==> src/rtl/router_pkg.sv <==
// Shared defaults and header helpers for the router output FIFO.
// Header word layout: {payload_len[DATA_W-1:ADDR_W], addr[ADDR_W-1:0]}.
package router_pkg;

    localparam int DATA_W_DEF = 8;
    localparam int ADDR_W_DEF = 2;
    localparam int DEPTH_DEF  = 16;
    localparam int PTR_W      = $clog2(DEPTH_DEF) + 1;

    // Payload length carried in a header word (address field shifted out).
    function automatic logic [31:0] hdr_len(input logic [31:0] hdr, input int addr_w);
        return hdr >> addr_w;
    endfunction

endpackage

==> src/rtl/router_fifo_ram.sv <==
// Simple dual-port storage for the packet FIFO.
// Ports:
//   i_clock  - write clock
//   i_we     - write enable
//   i_waddr  - write address
//   i_wdata  - write word ({marker, data})
//   i_raddr  - read address
//   o_rdata  - combinational read word
module router_fifo_ram
    import router_pkg::*;
#(
    parameter int WIDTH = DATA_W_DEF + 1,
    parameter int DEPTH = DEPTH_DEF,
    parameter int AW    = $clog2(DEPTH)
) (
    input  logic             i_clock,
    input  logic             i_we,
    input  logic [AW-1:0]    i_waddr,
    input  logic [WIDTH-1:0] i_wdata,
    input  logic [AW-1:0]    i_raddr,
    output logic [WIDTH-1:0] o_rdata
);

    logic [WIDTH-1:0] r_mem [DEPTH];

    always_ff @(posedge i_clock) begin
        if (i_we) begin
            r_mem[i_waddr] <= i_wdata;
        end
    end

    assign o_rdata = r_mem[i_raddr];

endmodule

==> src/rtl/router_pkt_fifo.sv <==
// Packet-aware output FIFO, one per router destination port.
// Each stored word carries a header-marker bit; write and read sides track
// packet boundaries so complete packets can be counted and sop/eop flagged.
// Ports:
//   i_clock, i_reset (async, active-high), i_soft_reset (sync flush)
//   i_write_enb, i_lfd_state (header marker), i_data_in  - write side
//   i_read_enb, o_data_out, o_sop_out, o_eop_out         - read side (registered)
//   o_empty, o_full, o_almost_full, o_level               - occupancy
//   o_pkt_count                                           - complete packets stored
//   o_err_ovf, o_err_udf                                  - sticky error flags
module router_pkt_fifo
    import router_pkg::*;
#(
    parameter int DATA_W = DATA_W_DEF,
    parameter int ADDR_W = ADDR_W_DEF,
    parameter int DEPTH  = DEPTH_DEF,
    parameter int AF_THR = DEPTH - 2
) (
    input  logic                     i_clock,
    input  logic                     i_reset,
    input  logic                     i_soft_reset,
    input  logic                     i_write_enb,
    input  logic                     i_lfd_state,
    input  logic [DATA_W-1:0]        i_data_in,
    input  logic                     i_read_enb,
    output logic [DATA_W-1:0]        o_data_out,
    output logic                     o_sop_out,
    output logic                     o_eop_out,
    output logic                     o_empty,
    output logic                     o_full,
    output logic                     o_almost_full,
    output logic [$clog2(DEPTH):0]   o_level,
    output logic [$clog2(DEPTH):0]   o_pkt_count,
    output logic                     o_err_ovf,
    output logic                     o_err_udf
);

    localparam int AW    = $clog2(DEPTH);
    localparam int LVL_W = AW + 1;

    logic [LVL_W-1:0]  r_wr_ptr;
    logic [LVL_W-1:0]  r_rd_ptr;
    logic [DATA_W-1:0] r_wcnt;
    logic [DATA_W-1:0] r_rcnt;
    logic [LVL_W-1:0]  r_pkt_count;
    logic [DATA_W-1:0] r_data_out;
    logic              r_sop;
    logic              r_eop;
    logic              r_ovf;
    logic              r_udf;

    logic [LVL_W-1:0]  w_level;
    logic              w_empty;
    logic              w_full;
    logic              w_wr_acc;
    logic              w_rd_acc;
    logic [DATA_W:0]   w_rd_word;
    logic              w_rd_marker;
    logic [DATA_W-1:0] w_rd_data;
    logic [DATA_W-1:0] w_wr_len;
    logic [DATA_W-1:0] w_rd_len;
    logic              w_pkt_inc;
    logic              w_pkt_dec;

    // Extra pointer MSB distinguishes full from empty when addresses match.
    assign w_level  = r_wr_ptr - r_rd_ptr;
    assign w_empty  = (r_wr_ptr == r_rd_ptr);
    assign w_full   = (r_wr_ptr[AW-1:0] == r_rd_ptr[AW-1:0]) &&
                      (r_wr_ptr[AW] != r_rd_ptr[AW]);
    assign w_wr_acc = i_write_enb && !w_full;
    assign w_rd_acc = i_read_enb && !w_empty;

    router_fifo_ram #(
        .WIDTH (DATA_W + 1),
        .DEPTH (DEPTH),
        .AW    (AW)
    ) u_ram (
        .i_clock (i_clock),
        .i_we    (w_wr_acc && !i_soft_reset),
        .i_waddr (r_wr_ptr[AW-1:0]),
        .i_wdata ({i_lfd_state, i_data_in}),
        .i_raddr (r_rd_ptr[AW-1:0]),
        .o_rdata (w_rd_word)
    );

    assign w_rd_marker = w_rd_word[DATA_W];
    assign w_rd_data   = w_rd_word[DATA_W-1:0];

    // Packet span = payload words + parity word.
    assign w_wr_len = DATA_W'(hdr_len(32'(i_data_in), ADDR_W) + 32'd1);
    assign w_rd_len = DATA_W'(hdr_len(32'(w_rd_data), ADDR_W) + 32'd1);

    assign w_pkt_inc = w_wr_acc && !i_lfd_state && (r_wcnt == DATA_W'(1));
    assign w_pkt_dec = w_rd_acc && !w_rd_marker && (r_rcnt == DATA_W'(1));

    always_ff @(posedge i_clock or posedge i_reset) begin
        if (i_reset) begin
            r_wr_ptr    <= '0;
            r_rd_ptr    <= '0;
            r_wcnt      <= '0;
            r_rcnt      <= '0;
            r_pkt_count <= '0;
            r_data_out  <= '0;
            r_sop       <= 1'b0;
            r_eop       <= 1'b0;
            r_ovf       <= 1'b0;
            r_udf       <= 1'b0;
        end else if (i_soft_reset) begin
            r_wr_ptr    <= '0;
            r_rd_ptr    <= '0;
            r_wcnt      <= '0;
            r_rcnt      <= '0;
            r_pkt_count <= '0;
            r_data_out  <= '0;
            r_sop       <= 1'b0;
            r_eop       <= 1'b0;
            r_ovf       <= 1'b0;
            r_udf       <= 1'b0;
        end else begin
            if (w_wr_acc) begin
                r_wr_ptr <= r_wr_ptr + 1'b1;
                // A marker always reloads, dropping any truncated packet.
                if (i_lfd_state) begin
                    r_wcnt <= w_wr_len;
                end else if (r_wcnt != '0) begin
                    r_wcnt <= r_wcnt - 1'b1;
                end
            end

            if (w_rd_acc) begin
                r_rd_ptr   <= r_rd_ptr + 1'b1;
                r_data_out <= w_rd_data;
                r_sop      <= w_rd_marker;
                r_eop      <= w_pkt_dec;
                if (w_rd_marker) begin
                    r_rcnt <= w_rd_len;
                end else if (r_rcnt != '0) begin
                    r_rcnt <= r_rcnt - 1'b1;
                end
            end else if (r_rcnt == '0) begin
                // Outside a packet the output bus idles at zero.
                r_data_out <= '0;
                r_sop      <= 1'b0;
                r_eop      <= 1'b0;
            end

            if (w_pkt_inc && !w_pkt_dec) begin
                r_pkt_count <= r_pkt_count + 1'b1;
            end else if (w_pkt_dec && !w_pkt_inc) begin
                r_pkt_count <= r_pkt_count - 1'b1;
            end

            if (i_write_enb && w_full) begin
                r_ovf <= 1'b1;
            end
            if (i_read_enb && w_empty) begin
                r_udf <= 1'b1;
            end
        end
    end

    assign o_data_out    = r_data_out;
    assign o_sop_out     = r_sop;
    assign o_eop_out     = r_eop;
    assign o_empty       = w_empty;
    assign o_full        = w_full;
    assign o_almost_full = (w_level >= LVL_W'(AF_THR));
    assign o_level       = w_level;
    assign o_pkt_count   = r_pkt_count;
    assign o_err_ovf     = r_ovf;
    assign o_err_udf     = r_udf;

endmodule
==> config.mk <==
export PLATFORM = sky130hd
export DESIGN_NAME = router_pkt_fifo
export DESIGN_NICKNAME = d
export VERILOG_FILES = /design/src/rtl/router_pkg.sv /design/src/rtl/router_fifo_ram.sv /design/src/rtl/router_pkt_fifo.sv
export SDC_FILE = /design/constraint.sdc
export NUM_CORES = 1
export LEC_CHECK = 0
export CAP_MARGIN = 20
export CORE_AREA = 2 2 140 142
export CTS_CLUSTER_SIZE = 12
export DETAILED_ROUTE_END_ITERATION = 12
export DIE_AREA = 0 0 142 144
export GPL_TIMING_DRIVEN = 0
export HOLD_SLACK_MARGIN = 0.03
export SYNTH_ARGS = -nofsm -noshare
export SYNTH_HDL_FRONTEND = slang
export SYNTH_SLANG_ARGS = --single-unit
==> constraint.sdc <==
create_clock -name i_clock -period 4.1 [get_ports i_clock]
set_input_delay 1.23 -clock i_clock [delete_from_list [all_inputs] [get_ports i_clock]]
set_output_delay 1.23 -clock i_clock [all_outputs]
set_load 0.02 [all_outputs]
Word-level counts from Yosys, hierarchy flattened

Memory sizes are Yosys's and may differ from the RTL's.
Index checks and enable logic that the tools add are counted.

Flip-flop bits (word level): 43
RAM bits: 144
Input bits: 14
Output and inout bits: 25
Logic and storage cells: 87
Memories kept: 1

Add/sub/neg operators: 9
$lt $le $gt $ge: 1
Equality and inequality tests: 5
Mux-type cells: 29
Reduce and logical (&&, ||, !) cells: 32

Memory list:

| memory      | depth | width | rd ports | clocked after memory_dff | write ports | RTL line              | text |
|---|---|---|---|---|---|---|---|
| u_ram.r_mem | 16    | 9     | 1        | 0                        | 1           | router_fifo_ram.sv:24 | `logic [WIDTH-1:0] r_mem [DEPTH];` |

Operators by type and width:

| operator            | count |
|---|---|
| $mux 8              | 11 |
| $mux 5              | 7 |
| $eq 8x1->1 const B  | 2 |
| $reduce_bool 8->1   | 2 |
| $sub 8x1->8 const B | 2 |
| $add 5x1->5 const B | 3 |
| $add 6x1->7 const B | 2 |
| $logic_and 1x1->1   | 12 |
| $reduce_bool 3->1   | 4 |
| $mux 1              | 11 |
| $logic_not 8->1     | 1 |
| $reduce_bool 2->1   | 4 |
| $logic_not 1->1     | 7 |
| $eq 5x5->1          | 1 |
| $ge 5x4->1 const B  | 1 |
| $sub 5x1->5 const B | 1 |
| $sub 5x5->5         | 1 |
| $eq 4x4->1          | 1 |
| $reduce_and 2->1    | 2 |
| $ne 1x1->1          | 1 |

Longest topological paths before layout

Gate-level depths: netlist (run 1).

Word-level depth: 11
Depth in mapped cells: 16

Hierarchy

From an unflattened synthesis (run 1), not the netlist that was laid out.

Cells, all modules: 537
Area, all modules: 8373.0 um2

By module, submodules not included:

| module          | times used | cells an instance | area an instance (um2) | seq. area each (um2) |
|---|---|---|---|---|
| router_fifo_ram | 1          | 245               | 5600.4                 | 4324.1 |
| router_pkt_fifo | 1          | 292               | 2772.7                 | 1076.0 |

Worst setup path after synthesis (run 1)

Ideal clock, no wire load.

Path type: flip-flop to flip-flop
Start point: register r_rd_ptr[1]
End point: register r_pkt_count[4] (netlist: o_pkt_count[4])
Library setup time: 0.132 ns
Data arrival time: 3.711 ns
Required time: 3.968 ns
Slack: 0.258 ns
Cell stages (with the launch flop): 17
Path through: dfrtp_1 buf_4 buf_4 buf_4 buf_2 inv_1 ha_1 and4_1 a21boi_1 nand3_1 a21o_1 fa_1 a21o_1 a21oi_1 mux2i_1 xnor2_1 nor2_1

Longest elaborated chain between the ends: 9
Elaborated cells on any way between the ends: 20
Those cells by class: 2 x eq/ne; 2 x mux; 15 x reduce/logical; 1 x memory

RTL lines:

| what                                                 | RTL line               | text |
|---|---|---|
| from (decl)                                          | router_pkt_fifo.sv:42  | `logic [LVL_W-1:0] r_rd_ptr;` |
| from (signal assigned)                               | router_pkt_fifo.sv:131 | `r_rd_ptr <= r_rd_ptr + 1'b1;` |
| branches (longest 9 deep; another with $mem_v2 16x9) | --                     |  |
| to (signal assigned)                                 | router_pkt_fifo.sv:148 | `r_pkt_count <= r_pkt_count + 1'b1;` |
| to (signal assigned)                                 | router_pkt_fifo.sv:150 | `r_pkt_count <= r_pkt_count - 1'b1;` |
| to (decl)                                            | router_pkt_fifo.sv:45  | `logic [LVL_W-1:0] r_pkt_count;` |

Several ways; the timed one is not identified.
A chain may end at the register's enable or synchronous reset.

Worst setup path after layout (run 1)

Start point: register r_rd_ptr[1]
End point: output port o_almost_full

Longest elaborated chain between the ends: 2

RTL lines:

| what        | RTL line               | text |
|---|---|---|
| $sub 5x5->5 | router_pkt_fifo.sv:66  | `assign w_level = r_wr_ptr - r_rd_ptr;` |
| $ge 5x4->1  | router_pkt_fifo.sv:167 | `assign o_almost_full = (w_level >= LVL_W'(AF_THR));` |
| to (decl)   | router_pkt_fifo.sv:31  | `output logic o_almost_full,` |

No other way between the ends.

==> results.py, run 1 <==
metrics = {
    "status": {
        "status": "completed",
    },
    "clock_tree": {
        "cts_sinks": 187,
        "clk_pin_slew_ns": 0.07,
        "htree_levels": 4,
        "cts_buffer_depth": 2,
        "cts_tree": "yes",
        "worst_skew_pair.late_latency_ns": 0.43,
        "clk_root_buffer_cell": "clkbuf_16",
        "cts_buffers": 17,
    },
    "die": {
        "num_io_pins": 39,
        "die_h_um": 144,
        "core_um2": 19100,
        "initial_utilization_pct": 44.0,
        "die_width_um": 142,
        "dieArea_um2": 20400,
        "placementRows": 51,
    },
    "setup_path": {
        "crit_arrival_ns": 2.63,
        "crit_type": "reg -> out",
        "slowest_delay_ns": 0.44,
        "path_buf_inv": 3,
        "crit_path_start_kind": "flop",
        "crit_fanout": 37,
        "end_kind": "primary output",
        "crit_family": "buffers and inverters",
        "cpMaxStageDelayCell": "fa_1",
        "required_ns": 2.87,
        "crit_chain": "buf_12 > inv_1 > fa_1 > a21o_1 > a21oi_1 > xnor2_1 > a31o_2 > dlygate4sd2_1",
    },
    "cells_and_area": {
        "layout_common_cells": "144 x edfxtp_1, 53 x nor2_1, 41 x dfrtp_1",
        "mostFrequentLayoutCell": "edfxtp_1",
        "antenna_cells": 0,
        "postLayoutCoreUtil_pct": 51.5,
        "layout-drive-gt1-share_pct": 16.2,
        "area_growth_syn_to_layout_pct": 17.1,
        "layout.nets": 678,
    },
    "power": {
        "powerDensity_nw_per_um2": 506,
        "vdd_drop_max_v": 0.000291,
        "totalPowerFinal_uw": 4970,
        "p_leak_uw": 0.00348,
    },
    "synth": {
        "ys.flop_type": "edfxtp_1",
        "avgSynthCellArea_um2": 14.6,
        "ys_ff_latch": 187,
        "yosysSeqAreaShare_pct": 64.4,
        "synthMuxAreaShare_pct": 10.9,
        "synth-simple-area-share_pct": 8.97,
        "syn_nets": 613,
        "synth_top_family_by_area": "multiplexers",
        "synth_area_um2": 8390,
        "netlist_instances": 576,
        "synth-adder-area-share_pct": 3.61,
        "synth_warnings": 0,
        "synth_xor_area_share_pct": 2.91,
        "synth.distinct_cells": 52,
        "synth-compound-area-share_pct": 7.12,
        "async_reset_ff_share_pct": 23.0,
        "synth_edf_count": 144,
    },
    "timing": {
        "fin_crit_sh_pct": 94.2,
        "fin_skew_ns": 0.0108,
        "rsz0062_at_grt": "no",
        "tightest_slew_ns": 1.08,
        "whs_ns": 0.498,
        "hold_viol": 0,
        "setup_viol": 0,
        "slew_violations": 0,
        "timing.final.ws_setup_ns": 0.237,
        "period_needed_ns": 3.86,
        "relSlewSlack_pct": 28.0,
        "fin_tns_setup_ns": 0,
        "fmax_ghz": 0.259,
    },
    "global_routing": {
        "antenna_found_initial": 0,
        "grt_overflow": 0,
        "grt_pass1_wl_mm": 30.4,
        "grt_start_max_net_pins": 40,
        "gr-usage-all-layers_pct": 20.2,
        "grt_pass1_vias": 5139,
    },
    "routing": {
        "drt-vias-per-instance": 5.75,
        "wire_per_inst_um": 21.7,
        "drt_pass1_iterations": 5,
        "drc_errors": 0,
        "ant_nets": 0,
        "drt_wl_total_mm": 19.3,
        "drt_first_iter_violations": 456,
        "via_count": 5125,
    },
    "placed_design": {
        "gp_congestion": 0.893,
        "io_buffer_count": 38,
        "hpwl_mm": 13.2,
        "dp_slack_ns": -0.831,
    },
    "job": {
        "max_cap_viol_count": 0,
    },
    "worst_hold_path": {
        "hold_class": "reg -> reg",
    },
}
metal layers:
metal	GRT usage [%]	wire, um	up-vias
met4	5.58	309	0
met3	3.87	741	21
met5	0	0	-
met2	32.4	9300	147
met1	28.4	8980	2630
li1	-	-	2327
worst paths after layout:
kind	cells past startpoint	start	slack, ns	endpoint
hold reg to reg	2	o_err_ovf	0.50	o_err_ovf
min in group asynchronous	2	i_reset	0.99	o_data_out[1]
hold / removal	2	o_err_ovf	0.50	o_err_ovf
setup / recovery	8	r_rd_ptr[1]	0.24	o_almost_full
setup reg to reg	13	r_rd_ptr[3]	0.31	o_pkt_count[4]
max in group asynchronous	3	i_reset	2.67	o_data_out[4]
cells by family (layout without fill, tap and decap cells):
family / Yosys count / in the layout
flops: 187 / 187
fa+ha+maj: 23 / 23
buf+inv: 39 / 117
mux: 48 / 48
compound gates: 89 / 89
xor+xnor: 27 / 27
simple gates: 163 / 163
sequential cells by signal, summed over array words and instances (netlist names), 5 cells and up:
signal,flops
u_ram.r_mem,144
o_data_out,8
r_rcnt,8
r_wcnt,8
o_pkt_count,5
r_rd_ptr,5
r_wr_ptr,5
area by class of cell:
class	instances	area (um2)
fill	1568	9260
sequential	187	5400
multi-input combinational	350	2840
timing repair buffer	50	520
clock buffer	18	429
tap	238	298
clock inverter	14	166
buffer	19	109
inverter	16	60.1
Yosys cell counts, drive strengths merged (9+ instances only):
cell	n	area (um2)
a21oi	26	130
a22oi	14	105
buf	14	86.3
clkbuf	9	33.8
dfrtp	43	1080
edfxtp	144	4320
ha	21	263
inv	16	60.1
mux2i	10	100
mux4	34	766
nand2	39	146
nand3	21	105
nor2	53	199
nor3	15	75.1
o21ai	21	105
xnor2	15	131
xor2	12	113
report_power, final:
group	internal [uW]	total, uW	switching [uW]
sequential	2110	2170	63.1
combinational	475	1140	665
clock	876	1660	787
total	3460	4970	1520
worst reg2reg max path, stage by stage, from the launching register on:
cell,delay [ns]
dfrtp_2,0.48
inv_1,0.11
buf_2,0.35
ha_1,0.36
and4_1,0.25
a21boi_4,0.32
nand3_1,0.23
a21o_1,0.31
fa_1,0.44
a21o_1,0.20
a21oi_1,0.17
mux2i_1,0.24
xnor2_1,0.13
nor2_1,0.06
stage by stage:
step,instance area [um2],std cells
global placement,9060,852
CTS,9810,892
finish,9820,892
global route,9820,892
floorplan,8390,576
detailed placement,9200,861
what timing repair did:
item | CTS | global route
resized for setup | 10 | 8
hold buffers | 0 | 0
pin swaps | 0 | 0
buffers inserted | 1 | 0
endpoints found under the hold margin | 0 | 0
endpoints found under the setup margin | 112 | 5
cloned | 0 | 0
Power figures use the tool's default switching activity.
==> inputs of run 2 (changes only) <==
- TNS_END_PERCENT: unset -> 100
==> results of run 2 <==
The final DEF is identical to that of run 1; final timing and power are the same.
==> inputs of run 3 (changes only) <==
- PLACE_DENSITY: unset -> 0.75
==> results.py, run 3 (synthesis gave the netlist of run 1 again) <==
metrics = {
    "setup_path": {
        "r2r_slack_ns": 0.34,
        "rr_worst_depth": 8,
        "crit_path_start_kind": "flop",
        "crit_arrival_ns": 2.67,
        "required_ns": 2.87,
        "cpMaxStageDelayCell": "clkdlybuf4s50_1",
        "end_kind": "primary output",
        "crit_chain": "buf_12 > inv_1 > ha_1 > a21o_1 > a21oi_1 > xnor2_1 > clkdlybuf4s50_1",
        "crit_fanout": 37,
        "endpoint": "o_level[3]",
        "rr_startpoint": "r_rd_ptr[3]",
        "slowest_delay_ns": 0.64,
        "crit_type": "reg -> out",
        "reg2reg_to": "u_ram.r_mem[9][7]",
        "critPathLaunch": "r_rd_ptr[1]",
    },
    "status": {
        "status": "completed",
    },
    "routing": {
        "drc_errors": 0,
        "highest_layer": "met4",
        "drt_pass1_iterations": 5,
        "wire_per_inst_um": 22.1,
        "drt-vias-per-instance": 6.00,
        "drt_wl_total_mm": 19.7,
        "drt_first_iter_violations": 667,
        "met2_length_mm": 9.60,
        "met1_length_mm": 8.02,
        "via_count": 5337,
        "ant_nets": 0,
        "route.met3.wl_mm": 1.40,
    },
    "die": {
        "initial_utilization_pct": 44.0,
        "die_width_um": 142,
        "dieArea_um2": 20400,
        "core_um2": 19100,
        "placementRows": 51,
        "num_io_pins": 39,
        "die_h_um": 144,
    },
    "cells_and_area": {
        "layout-drive-gt1-share_pct": 15.6,
        "mostFrequentLayoutCell": "edfxtp_1",
        "regMostFlops": "u_ram.r_mem",
        "layout.nets": 676,
        "antenna_cells": 0,
        "largest_reg_flops": 144,
        "area_growth_syn_to_layout_pct": 16.0,
        "layout_common_cells": "144 x edfxtp_1, 53 x nor2_1, 41 x dfrtp_1",
    },
    "global_routing": {
        "grt_start_max_net_pins": 44,
        "grt_pass1_wl_mm": 30.3,
        "grt_pass1_vias": 5247,
        "antenna_found_initial": 0,
        "grt_overflow": 0,
        "gr-usage-all-layers_pct": 20.1,
    },
    "power": {
        "intPower_uw": 3370,
        "p_sw_uw": 1480,
        "swShare_pct": 30.5,
        "p_comb_share_pct": 23.7,
        "seqPwrFrac_pct": 44.8,
        "power_frac_clock_pct": 31.5,
        "p_leak_uw": 0.00339,
        "powerDensity_nw_per_um2": 499,
        "vdd_drop_max_v": 0.000331,
    },
    "clock_tree": {
        "clk_pin_slew_ns": 0.07,
        "worst_skew_pair.late_latency_ns": 0.43,
        "cts_sinks": 187,
        "cts_tree": "yes",
        "clk_root_buffer_cell": "clkbuf_16",
        "htree_levels": 4,
        "cts_buffers": 17,
        "cts_buffer_depth": 2,
    },
    "timing": {
        "fin_crit_sh_pct": 95.2,
        "fin_tns_setup_ns": 0,
        "slew_violations": 0,
        "period_needed_ns": 3.90,
        "hold_viol": 0,
        "fin_skew_ns": 0.00780,
        "fmax_ghz": 0.256,
        "tightest_slew_ns": 1.08,
        "relSlewSlack_pct": 28.0,
        "setup_viol": 0,
        "timing.final.ws_setup_ns": 0.198,
        "rsz0062_at_grt": "no",
    },
    "placed_design": {
        "gp_congestion": 0.975,
        "dp_slack_ns": -0.766,
        "hpwl_mm": 13.2,
        "io_buffer_count": 38,
    },
    "worst_hold_path": {
        "whs_path_depth": 2,
        "hold_class": "reg -> reg",
    },
    "job": {
        "max_cap_viol_count": 0,
    },
}
[run 3: repair_timing]
action	in CTS	in global routing
hold buffers	0	0
gates cloned	0	0
setup endpoints to repair	137	5
setup buffers	1	0
gates resized for setup	10	4
[run 3: stage by stage]
| step | utilization, % | instances | hold slack (ns) | power [uW] | area [um2] |
|---|---|---|---|---|---|
| after global routing | 51.0 | 890 | 0.545 | 5050 | 9730 |
| final | 51.0 | 890 | 0.490 | 4850 | 9730 |
| after CTS | 50.8 | 887 | 0.497 | 4860 | 9690 |
| after detailed placement | 47.9 | 856 | 0.481 | 3340 | 9130 |
| after floorplan | - | 576 | 0.473 | 3000 | 8390 |
| after global placement | 47.5 | 852 | 0.478 | 3300 | 9060 |
[run 3: worst min path at each step]
| stage | from | end | slack [ns] |
|---|---|---|---|
| floorplan | r_wcnt[1] | r_wcnt[1] | 0.47 |
| global placement | o_err_udf | o_err_udf | 0.48 |
| detailed placement | o_err_ovf | o_err_ovf | 0.48 |
| CTS | o_err_ovf | o_err_ovf | 0.50 |
| global route | o_err_ovf | o_err_ovf | 0.54 |
| finish | o_err_ovf | o_err_ovf | 0.49 |
[run 3: per-layer routing]
metal / up-vias / global-route usage [%]
li1: 2337 / -
met3: 55 / 3.61
met2: 264 / 33.4
met4: 0 / 8.47
met1: 2681 / 26.1
met5: - / 0
[run 3: power groups by stage]
stage | registers [uW] | logic [uW] | clock network, uW
final | 2170 | 1150 | 1530
after global routing | 2180 | 1250 | 1610
after CTS | 2170 | 1140 | 1540
after detailed placement | 2210 | 1130 | 0
after global placement | 2210 | 1090 | 0
after floorplan | 2220 | 779 | 0
[run 3: area by class of cell]
class	count	area [um2]
Inverter	16	60.1
Tap cell	238	298
Fill cell	1524	9350
Multi-Input combinational cell	350	2840
Timing Repair Buffer	48	478
Clock buffer	19	433
Buffer	19	109
Clock inverter	13	109
Sequential cell	187	5400
[run 3: worst max-delay path, delay by kind of cell, from the launching register on]
family,cells,cell delay (ns)
buffers and inverters,3,1.00
DFF,1,0.40
AOI/OAI and AO/OA,2,0.35
adders and majority gates,1,0.32
xor gates and xnor gates,1,0.17
